==> src/rtl/bno055_euler_poller.sv <==
// bno055_euler_poller: per-tick six-byte Euler read sequencer for the BNO055 byte reader.
// Define CHIP_ID_CHECK_EN to gate Euler frames on a successful chip-ID (0xA0) read.
module bno055_euler_poller #(
  parameter int unsigned CLK_HZ         = 25_000_000,
  parameter int unsigned POLL_HZ        = 100,
  parameter int unsigned TIMEOUT_CYCLES = 250_000,
  parameter logic [7:0]  BASE_ADDR      = 8'h1A
) (
  input  logic        i_clk,
  input  logic        i_rst_n,
  input  logic        i_enable,
  output logic [7:0]  o_reg_addr,
  output logic        o_read_start,
  input  logic [7:0]  i_rd_data,
  input  logic        i_rd_done,
  output logic [15:0] o_heading,
  output logic [15:0] o_roll,
  output logic [15:0] o_pitch,
  output logic        o_valid,
  output logic        o_busy,
  output logic        o_timeout_err
);

  localparam int unsigned TICK_DIV = CLK_HZ / POLL_HZ;
  localparam int TW = (TICK_DIV > 1) ? $clog2(TICK_DIV) : 1;
  localparam int OW = (TIMEOUT_CYCLES > 1) ? $clog2(TIMEOUT_CYCLES) : 1;
  localparam logic [TW-1:0] TICK_MAX = TW'(TICK_DIV - 1);
  localparam logic [OW-1:0] TOUT_MAX = OW'(TIMEOUT_CYCLES - 1);

  typedef enum logic [2:0] {
    S_IDLE,
    S_ISSUE,
    S_WAIT,
    S_NEXT,
    S_PUBLISH
`ifdef CHIP_ID_CHECK_EN
    ,
    S_ID_ISSUE,
    S_ID_WAIT
`endif
  } state_t;

  state_t          state_q, state_d;
  logic [2:0]      idx_q, idx_d;
  logic [TW-1:0]   cnt_q, cnt_d;
  logic [OW-1:0]   tout_q, tout_d;
  logic [5:0][7:0] slot_q, slot_d;
  logic [7:0]      addr_q, addr_d;
  logic            start_q, start_d;
  logic [15:0]     head_q, head_d;
  logic [15:0]     roll_q, roll_d;
  logic [15:0]     pitch_q, pitch_d;
  logic            valid_q, valid_d;
  logic            busy_q, busy_d;
  logic            err_q, err_d;
  logic            tick;
`ifdef CHIP_ID_CHECK_EN
  logic            id_ok_q, id_ok_d;
`endif

  always_comb begin
    tick    = (cnt_q == TICK_MAX);
    cnt_d   = tick ? '0 : cnt_q + TW'(1);
    state_d = state_q;
    idx_d   = idx_q;
    tout_d  = tout_q;
    slot_d  = slot_q;
    addr_d  = addr_q;
    start_d = 1'b0;
    head_d  = head_q;
    roll_d  = roll_q;
    pitch_d = pitch_q;
    valid_d = 1'b0;
    err_d   = 1'b0;
`ifdef CHIP_ID_CHECK_EN
    id_ok_d = id_ok_q;
`endif
    unique case (state_q)
      S_IDLE: begin
        if (i_enable && tick) begin
          idx_d = '0;
`ifdef CHIP_ID_CHECK_EN
          state_d = id_ok_q ? S_ISSUE : S_ID_ISSUE;
`else
          state_d = S_ISSUE;
`endif
        end
      end
      S_ISSUE: begin
        addr_d  = BASE_ADDR + {5'd0, idx_q};
        start_d = 1'b1;
        tout_d  = '0;
        state_d = S_WAIT;
      end
      S_WAIT: begin
        if (i_rd_done) begin
          slot_d[idx_q] = i_rd_data;
          state_d = S_NEXT;
        end else if (tout_q == TOUT_MAX) begin
          err_d   = 1'b1;
          slot_d  = '0;
          state_d = S_IDLE;
        end else begin
          tout_d = tout_q + OW'(1);
        end
      end
      S_NEXT: begin
        // Results are loaded on entry so they are visible during S_PUBLISH.
        if (idx_q == 3'd5) begin
          head_d  = {slot_q[1], slot_q[0]};
          roll_d  = {slot_q[3], slot_q[2]};
          pitch_d = {slot_q[5], slot_q[4]};
          valid_d = 1'b1;
          state_d = S_PUBLISH;
        end else begin
          idx_d   = idx_q + 3'd1;
          state_d = S_ISSUE;
        end
      end
      S_PUBLISH: state_d = S_IDLE;
`ifdef CHIP_ID_CHECK_EN
      S_ID_ISSUE: begin
        addr_d  = 8'h00;
        start_d = 1'b1;
        tout_d  = '0;
        state_d = S_ID_WAIT;
      end
      S_ID_WAIT: begin
        if (i_rd_done) begin
          if (i_rd_data == 8'hA0) begin
            id_ok_d = 1'b1;
            idx_d   = '0;
            state_d = S_ISSUE;
          end else begin
            err_d   = 1'b1;
            state_d = S_IDLE;
          end
        end else if (tout_q == TOUT_MAX) begin
          err_d   = 1'b1;
          state_d = S_IDLE;
        end else begin
          tout_d = tout_q + OW'(1);
        end
      end
`endif
      default: state_d = S_IDLE;
    endcase
    busy_d = (state_d != S_IDLE);
  end

  always_ff @(posedge i_clk or negedge i_rst_n) begin
    if (!i_rst_n) begin
      state_q <= S_IDLE;
      idx_q   <= '0;
      cnt_q   <= '0;
      tout_q  <= '0;
      slot_q  <= '0;
      addr_q  <= '0;
      start_q <= 1'b0;
      head_q  <= '0;
      roll_q  <= '0;
      pitch_q <= '0;
      valid_q <= 1'b0;
      busy_q  <= 1'b0;
      err_q   <= 1'b0;
`ifdef CHIP_ID_CHECK_EN
      id_ok_q <= 1'b0;
`endif
    end else begin
      state_q <= state_d;
      idx_q   <= idx_d;
      cnt_q   <= cnt_d;
      tout_q  <= tout_d;
      slot_q  <= slot_d;
      addr_q  <= addr_d;
      start_q <= start_d;
      head_q  <= head_d;
      roll_q  <= roll_d;
      pitch_q <= pitch_d;
      valid_q <= valid_d;
      busy_q  <= busy_d;
      err_q   <= err_d;
`ifdef CHIP_ID_CHECK_EN
      id_ok_q <= id_ok_d;
`endif
    end
  end

  assign o_reg_addr    = addr_q;
  assign o_read_start  = start_q;
  assign o_heading     = head_q;
  assign o_roll        = roll_q;
  assign o_pitch       = pitch_q;
  assign o_valid       = valid_q;
  assign o_busy        = busy_q;
  assign o_timeout_err = err_q;

endmodule

==> config.mk <==
export PLATFORM = sky130hd
export DESIGN_NAME = bno055_euler_poller
export DESIGN_NICKNAME = d
export VERILOG_FILES = /design/src/rtl/bno055_euler_poller.sv
export SDC_FILE = /design/constraint.sdc
export NUM_CORES = 1
export LEC_CHECK = 0
export BUFFER_PORTS_ARGS = -buffer_cell sky130_fd_sc_hd__buf_2
export CAP_MARGIN = 25
export CELL_PAD_IN_SITES_DETAIL_PLACEMENT = 1
export CELL_PAD_IN_SITES_GLOBAL_PLACEMENT = 1
export CORE_UTILIZATION = 35
export DETAILED_ROUTE_END_ITERATION = 6
export PLACE_DENSITY_LB_ADDON = 0.08
export RECOVER_POWER = 25
export SETUP_SLACK_MARGIN = 0.1
export SYNTH_ARGS = -nofsm -noshare
export SYNTH_HDL_FRONTEND = slang
export SYNTH_SLANG_ARGS = --single-unit
export TNS_END_PERCENT = 5
==> constraint.sdc <==
create_clock -name i_clk -period 5.07 [get_ports i_clk]
set_input_delay 0 -clock i_clk [delete_from_list [all_inputs] [get_ports i_clk]]
set_output_delay 0 -clock i_clk [all_outputs]
set_load 0.01 [all_outputs]
==> qor.csv, run 1 <==
metric;value;unit
final WL;15390;µm
GPL Wtd Cong;0.7625;
Critical Path Max Stage Delay;0.72;ns
slowest CP cell;nor2_4;
CP Buf/Inv Count;1;
met3 Use GR;3.542;%
GRT Overall Usage;17.97;%
busiest grt layer;met2;
share of cells above drive strength 1;23.33;%
vias in the first global route;4737;
crit path DAT;2.88;ns
CTS tree;yes;
# nets final;668;
sequential area share after synthesis;58.21;%
Period Utilization, post-route;50.87;%
Initial Util;36.16;%
DP Area;0.006860;mm²
Slew Viols, Final;0;
reg2reg start;idx_q[0];
R2R setup slack;2.49;ns
minimum clock period;2.579;ns
Critical R2R Capture;o_roll[11];
required time worst endpoint;5.37;ns
Yosys reg bits;147;
synth unique cells;56;
Flop pwr share;44.4;%
Worst-Margin Slew;0.8695;ns
1st-iter DRT viols;243;
Yosys warning count;0;
CP top delay family;simple AND/OR/NAND/NOR gates;
die width;136.4;µm
Final Hold Viols;0;
n_diodes;0;
Vias/cell;5.155;
grt met2 use;27.83;%
worst ir drop on vdd;0.2595;mV
CP cell instances;ha_1, nand2_1, nor2_4, buf_4, mux2_2;
status;finished, final reports clean;
final instance area;0.007553;mm²
syn avg cell area;10.97;µm²
Slew headroom;41.89;%
post-route antenna net violation count;0;
row cnt;48;
commonest non-fill, non-tap cell in the layout;dfrtp_1;
clock slew at reported path FFs;0.06;ns
number of post-CTS setup repair buffers;0;
vias;4562;
root buffer cell;clkbuf_16;
initial antenna violation count;0;
die area;0.01860;mm²
CP Class;reg2reg;
final setup violation count;0;
switch share;30.49;%
DR DRC count;0;
drt pass-1 iters;4;
Levels on crit path;5;
met1 Resource Use GR;24.93;%
P&R area growth vs syn;19.52;%
Clock Skew;0.008581;ns
Post-Synthesis Cells;576;
TNS Setup;0;ns
CTS Buf Count;17;
Startpoint Class;flop;
Int Pwr;0.002754;W
most frequent cells in the layout;dfrtp_1 (147), nand2_1 (116), buf_2 (64), o21ai_0 (52), mux2_2 (49);
count of input and output buffers;69;
grt ovf;0;
RSZ-0062 raised after global routing;false;
min-delay worst type;in2reg;
Lkg Pwr;3.541;nW
Clock Path Buffers;2;
hold_buf cts;9;
critical path peak fanout;28;
Critical path origin;idx_q[0];
Die Y;136.4;µm
ys async rst share;100.0;%
H-tree depth;4;
Fillers;1921;
Pwr per Cell Area;524.5;mW/mm²
clk_lat worst skew;0.42;ns
clock share of power;32.9;%
Critical Path End;o_roll[11];
largest net degree at the start of global routing;91;
dpl hpwl;10520;µm
number of flops mapped to enable cells by yosys;0;
mapped cell area;0.006320;mm²
Worst R2R Path Depth;5;
max_cap viols;0;
clock sinks;147;
CTS-repair resized insts;0;
Max Fclk;0.3877;GHz
CP Capture Type;flop;
Comb pwr share;22.7;%
P_sw;0.001208;W
Most used DFF post-synth;dfrtp_1;
post-DR wirelength/cell;17.39;µm
Core Region;0.01748;mm²
Ports;72;
first-pass GRT wire length;25430;µm
==> metrics by stage <==
stage	setup slack (ns)	std cells	total power (W)	util, %	hold slack [ns]
4_1_cts	2.432	885	0.004026	43.25	0.02317
3_3_place_gp	2.545	845	0.002641	39.25	0.1403
2_1_floorplan	3.043	577	0.002286	-	-0.2956
6_report	2.491	885	0.003962	43.22	0.04389
5_1_grt	2.278	885	0.004217	43.22	0.04021
3_5_place_dp	2.438	845	0.002699	39.25	0.1457
==> sequential cells by signal (all words and copies together) (netlist names) <==
| signal | count |
|---|---|
| o_valid | 1 |
| o_busy | 1 |
| o_roll | 16 |
| o_timeout_err | 1 |
| o_read_start | 1 |
| o_heading | 16 |
| cnt_q | 18 |
| idx_q | 3 |
| state_q | 3 |
| tout_q | 18 |
| o_reg_addr | 5 |
| slot_q | 48 |
| o_pitch | 16 |
==> worst min-delay path, delay by kind of cell <==
kind | cells | cell delay (ns)
simple gates | 2 | 0.22
buf+inv | 1 | 0.19
==> cells by family after synthesis <==
| kind of cell | Yosys count | synth area share [%] |
|---|---|---|
| buffers and inverters | 38 | 2.593 |
| and+or+nand+nor | 218 | 17.15 |
| AOI/OAI and AO/OA | 97 | 9.127 |
| adders and majority gates | 8 | 1.584 |
| xor gates and xnor gates | 15 | 2.079 |
| other | 1 | 0.05934 |
| muxes | 52 | 9.206 |
| DFF | 147 | 58.21 |
==> area by class of cell <==
type                    instances  area, µm²  area share [%]
multi-input cells             392       2489           32.95
repair buffers                 82      466.7           6.179
inverters                       8      30.03          0.3975
well taps                     225      281.5           3.727
clock inverters                10      157.7           2.087
flip-flops and latches        147       3679           48.70
clock buffers                  21      450.4           5.963
==> Yosys cell counts, types with 4 or more instances <==
library cell  count  area share [%]
inv_1             8            0.48
nand2b_1          4            0.40
dfrtp_1         147              58
nor2b_1           4            0.40
nand3_1          17             1.3
and2_1            5            0.49
nand2_1         116             6.9
nor3_1            4            0.32
mux2_2           49             8.7
o31ai_1           4            0.48
nor2_1           13            0.77
nand4_1          10            0.99
xor2_1            6            0.83
xnor2_1           9             1.2
a21oi_1          14             1.1
clkbuf_1         20             1.2
and4_1           10             1.4
buf_1             4            0.24
and3_1            5            0.49
o2bb2ai_1         8             1.1
or4_1             4            0.48
ha_1              8             1.6
or3_1             8            0.79
o21ai_0          52             4.1
==> per-layer routing <==
layer	vias up	part of all wire, %
met1	2308	49
met4	0	1.0
met5	-	0
met2	79	47
met3	14	3.5
li1	2161	-
==> worst min-delay path by stage <==
| stage | slack [ns] | from | endpoint | depth (start not counted) |
|---|---|---|---|---|
| 2_1_floorplan | -0.30 | i_rst_n | cnt_q[0] | 0 |
| 3_3_place_gp | 0.14 | i_rst_n | o_valid | 1 |
| 3_5_place_dp | 0.15 | i_rst_n | o_heading[11] | 1 |
| 4_1_cts | 0.02 | i_rd_done | state_q[0] | 3 |
| 5_1_grt | 0.04 | i_rd_done | state_q[0] | 3 |
| 6_report | 0.04 | i_rd_done | state_q[0] | 3 |
==> power groups by stage <==
stage	registers [W]	logic (W)	clock network, W
2_1_floorplan	0.00177	0.000515	0
5_1_grt	0.00181	0.00102	0.00138
4_1_cts	0.00177	0.000924	0.00134
6_report	0.00176	0.000901	0.00130
3_5_place_dp	0.00178	0.000916	0
3_3_place_gp	0.00176	0.000880	0
Power figures use the tool's default switching activity.
==> run 2: changes to the inputs <==
Clock period 5.07 ns to 2.5 ns, I/O delays scaled along.
==> run 2 against run 1 <==
Register-to-register slack worse by 2.2 ns; core utilization increased by 0.34 points; critical endpoint is now cnt_q[14]; sequential share of layout area fell by 0.38 points; clock skew hardly changed; global-route usage is 0.40 points higher; sequential cell count unchanged; count of clock-buffer cells in the layout down 1; largest cell class unchanged; highest routed layer unchanged; combinational power up 100%; via count increased by 0.96%.
==> qor.csv, run 2 (same netlist as run 1, synthesis figures left out) <==
metric;value;unit;change
clock slew at reported path FFs;0.06;ns;about the same
CTS Buf Count;17;;unchanged
Startpoint Class;flop;;
Biggest register;slot_q;;
die width;136.4;µm;unchanged
min-delay worst type;in2reg;;
Slew Viols, Final;0;;unchanged
Clock Skew;0.008811;ns;+0.0002298 ns
Final Hold Viols;0;;unchanged
post-route antenna net violation count;0;;unchanged
Max Fclk;0.4441;GHz;+15%
most frequent cells in the layout;dfrtp_1 (147), nand2_1 (116), o21ai_0 (52), mux2_2 (49), buf_2 (44);;
max FFs per register;48;;unchanged
worst ir drop on vdd;0.5152;mV;+99%
clock sinks;147;;unchanged
final WL;15700;µm;+2.0%
Die Y;136.4;µm;unchanged
RSZ-0062 raised after global routing;false;;
slowest CP cell;or4b_2;;
CP Capture Type;flop;;
largest net degree at the start of global routing;71;;-22%
Flop pwr share;43.9;%;-0.5 points
Pwr per Cell Area;1066;mW/mm²;+100%
# nets final;672;;+0.60%
DR DRC count;0;;unchanged
Worst-Margin Slew;1.387;ns;+0.5180 ns
1st-iter DRT viols;149;;-39%
required time worst endpoint;2.79;ns;-2.58 ns
minimum clock period;2.252;ns;-0.3277 ns
P&R area growth vs syn;20.47;%;
H-tree depth;4;;unchanged
Lkg Pwr;3.476;nW;-1.8%
WHS;0.04689;ns;+0.003005 ns
critical path peak fanout;7;;-75%
dpl hpwl;10310;µm;-2.0%
top flop regs;slot_q x48, cnt_q x18, tout_q x18;;
CTS tree;yes;;
Clock Path Buffers;2;;unchanged
Core Region;0.01748;mm²;unchanged
GPL Wtd Cong;0.7892;;+3.5%
grt ovf;0;;unchanged
vias;4606;;+0.96%
GRT Overall Usage;18.36;%;+0.40 points
root buffer cell;clkbuf_16;;
clock share of power;33.5;%;+0.6 points
n_diodes;0;;unchanged
Ports;72;;unchanged
TNS Setup;0;ns;unchanged
Period Utilization, post-route;90.06;%;+39 points
Comb pwr share;22.6;%;about the same
CP Class;reg2reg;;
Initial Util;36.16;%;unchanged
clk_lat worst skew;0.42;ns;about the same
initial antenna violation count;0;;unchanged
max_cap viols;0;;unchanged
Slew headroom;7.500;%;-34 points
switch share;31.15;%;+0.66 points
drt pass-1 iters;4;;unchanged
Vias/cell;5.175;;+0.40%
count of input and output buffers;69;;unchanged
commonest non-fill, non-tap cell in the layout;dfrtp_1;;
vias in the first global route;4786;;+1.0%
crit path DAT;2.54;ns;-0.34 ns
P_sw;0.002528;W;+110%
Critical Path Max Stage Delay;0.71;ns;about the same
most used cell along the critical path;nor2_1;;
die area;0.01860;mm²;unchanged
final setup violation count;0;;unchanged
CP cell instances;ha_1, and3_1, or4b_2, nor2_1, nor2_1;;
first-pass GRT wire length;25810;µm;+1.5%
share of cells above drive strength 1;21.20;%;-2.1 points
number of post-CTS setup repair buffers;0;;unchanged
row cnt;48;;unchanged
status;finished, final reports clean;;
Power, Total;0.008116;W;+100%
Int Pwr;0.005588;W;+100%
post-DR wirelength/cell;17.64;µm;+1.4%
-- run 2: changes by cell type in the layout (fill, tap and decap cells not counted), sizes merged --
| cell | change |
|---|---|
| clkbuf | +20 |
| buf | -17 |
| clkinvlp | +5 |
| clkinv | -4 |
| inv | +1 |
-- run 2: final timing paths --
| check | start | endpoint | slack [ns] | cells past startpoint |
|---|---|---|---|---|
| max | cnt_q[0] | cnt_q[14] | 0.25 | 5 |
| min | i_rd_done | state_q[0] | 0.05 | 3 |
| max reg2reg | cnt_q[0] | cnt_q[14] | 0.25 | 5 |
| min reg2reg | cnt_q[0] | cnt_q[0] | 0.48 | 1 |
| max in group asynchronous | i_rst_n | o_reg_addr[2] | 0.95 | 3 |
| min in group asynchronous | i_rst_n | o_valid | 0.43 | 2 |
-- run 2: area by class of cell --
type	count	area [µm²]
Clock buffer	20	446.7
Clock inverter	12	180.2
Fill cell	1909	9863
Inverter	8	30.03
Multi-Input combinational cell	392	2494
Sequential cell	147	3679
Tap cell	225	281.5
Timing Repair Buffer	86	503.0
-- run 2: worst max-delay path: cells and delay by family, from the launching register on --
family,cells,cell delay [ns]
flip-flops,1,0.38
adder cells (fa/ha/maj),1,0.19
AND/OR/NAND/NOR,4,1.55
-- run 2: through the flow --
stage                     util, %  worst slack [ns]  std cells  cell area (µm²)
after floorplan                 -            0.4725        577             6324
after global placement      39.64            0.1805        849             6928
after detailed placement    39.64            0.1655        849             6928
after CTS                   43.74            0.1359        890             7645
after global routing        43.56            0.1013        890             7614
final                       43.56            0.2485        890             7614
-- run 2: per-layer routing --
metal  up-vias  wire (µm)  global-route usage (%)
met3        15        479                   4.288
li1       2172          -                       -
met1      2345       7571                   24.60
met5         -          0                       0
met2        74       7455                   29.02
met4         0        190                   6.296
-- run 2: power by group through the flow --
| stage | clock network (W) | logic (W) | registers (W) |
|---|---|---|---|
| 2_1_floorplan | 0 | 0.00104 | 0.00359 |
| 3_3_place_gp | 0 | 0.00181 | 0.00357 |
| 3_5_place_dp | 0 | 0.00189 | 0.00360 |
| 4_1_cts | 0.00278 | 0.00191 | 0.00357 |
| 5_1_grt | 0.00287 | 0.00209 | 0.00366 |
| 6_report | 0.00272 | 0.00184 | 0.00356 |
-- run 2: repair_timing --
| item | 4_1_cts | 5_1_grt |
|---|---|---|
| resized for setup | 0 | 1 |
| hold endpoints to repair | 96 | 0 |
| hold buffers | 9 | 0 |
| endpoints found under the setup margin | 0 | 2 |
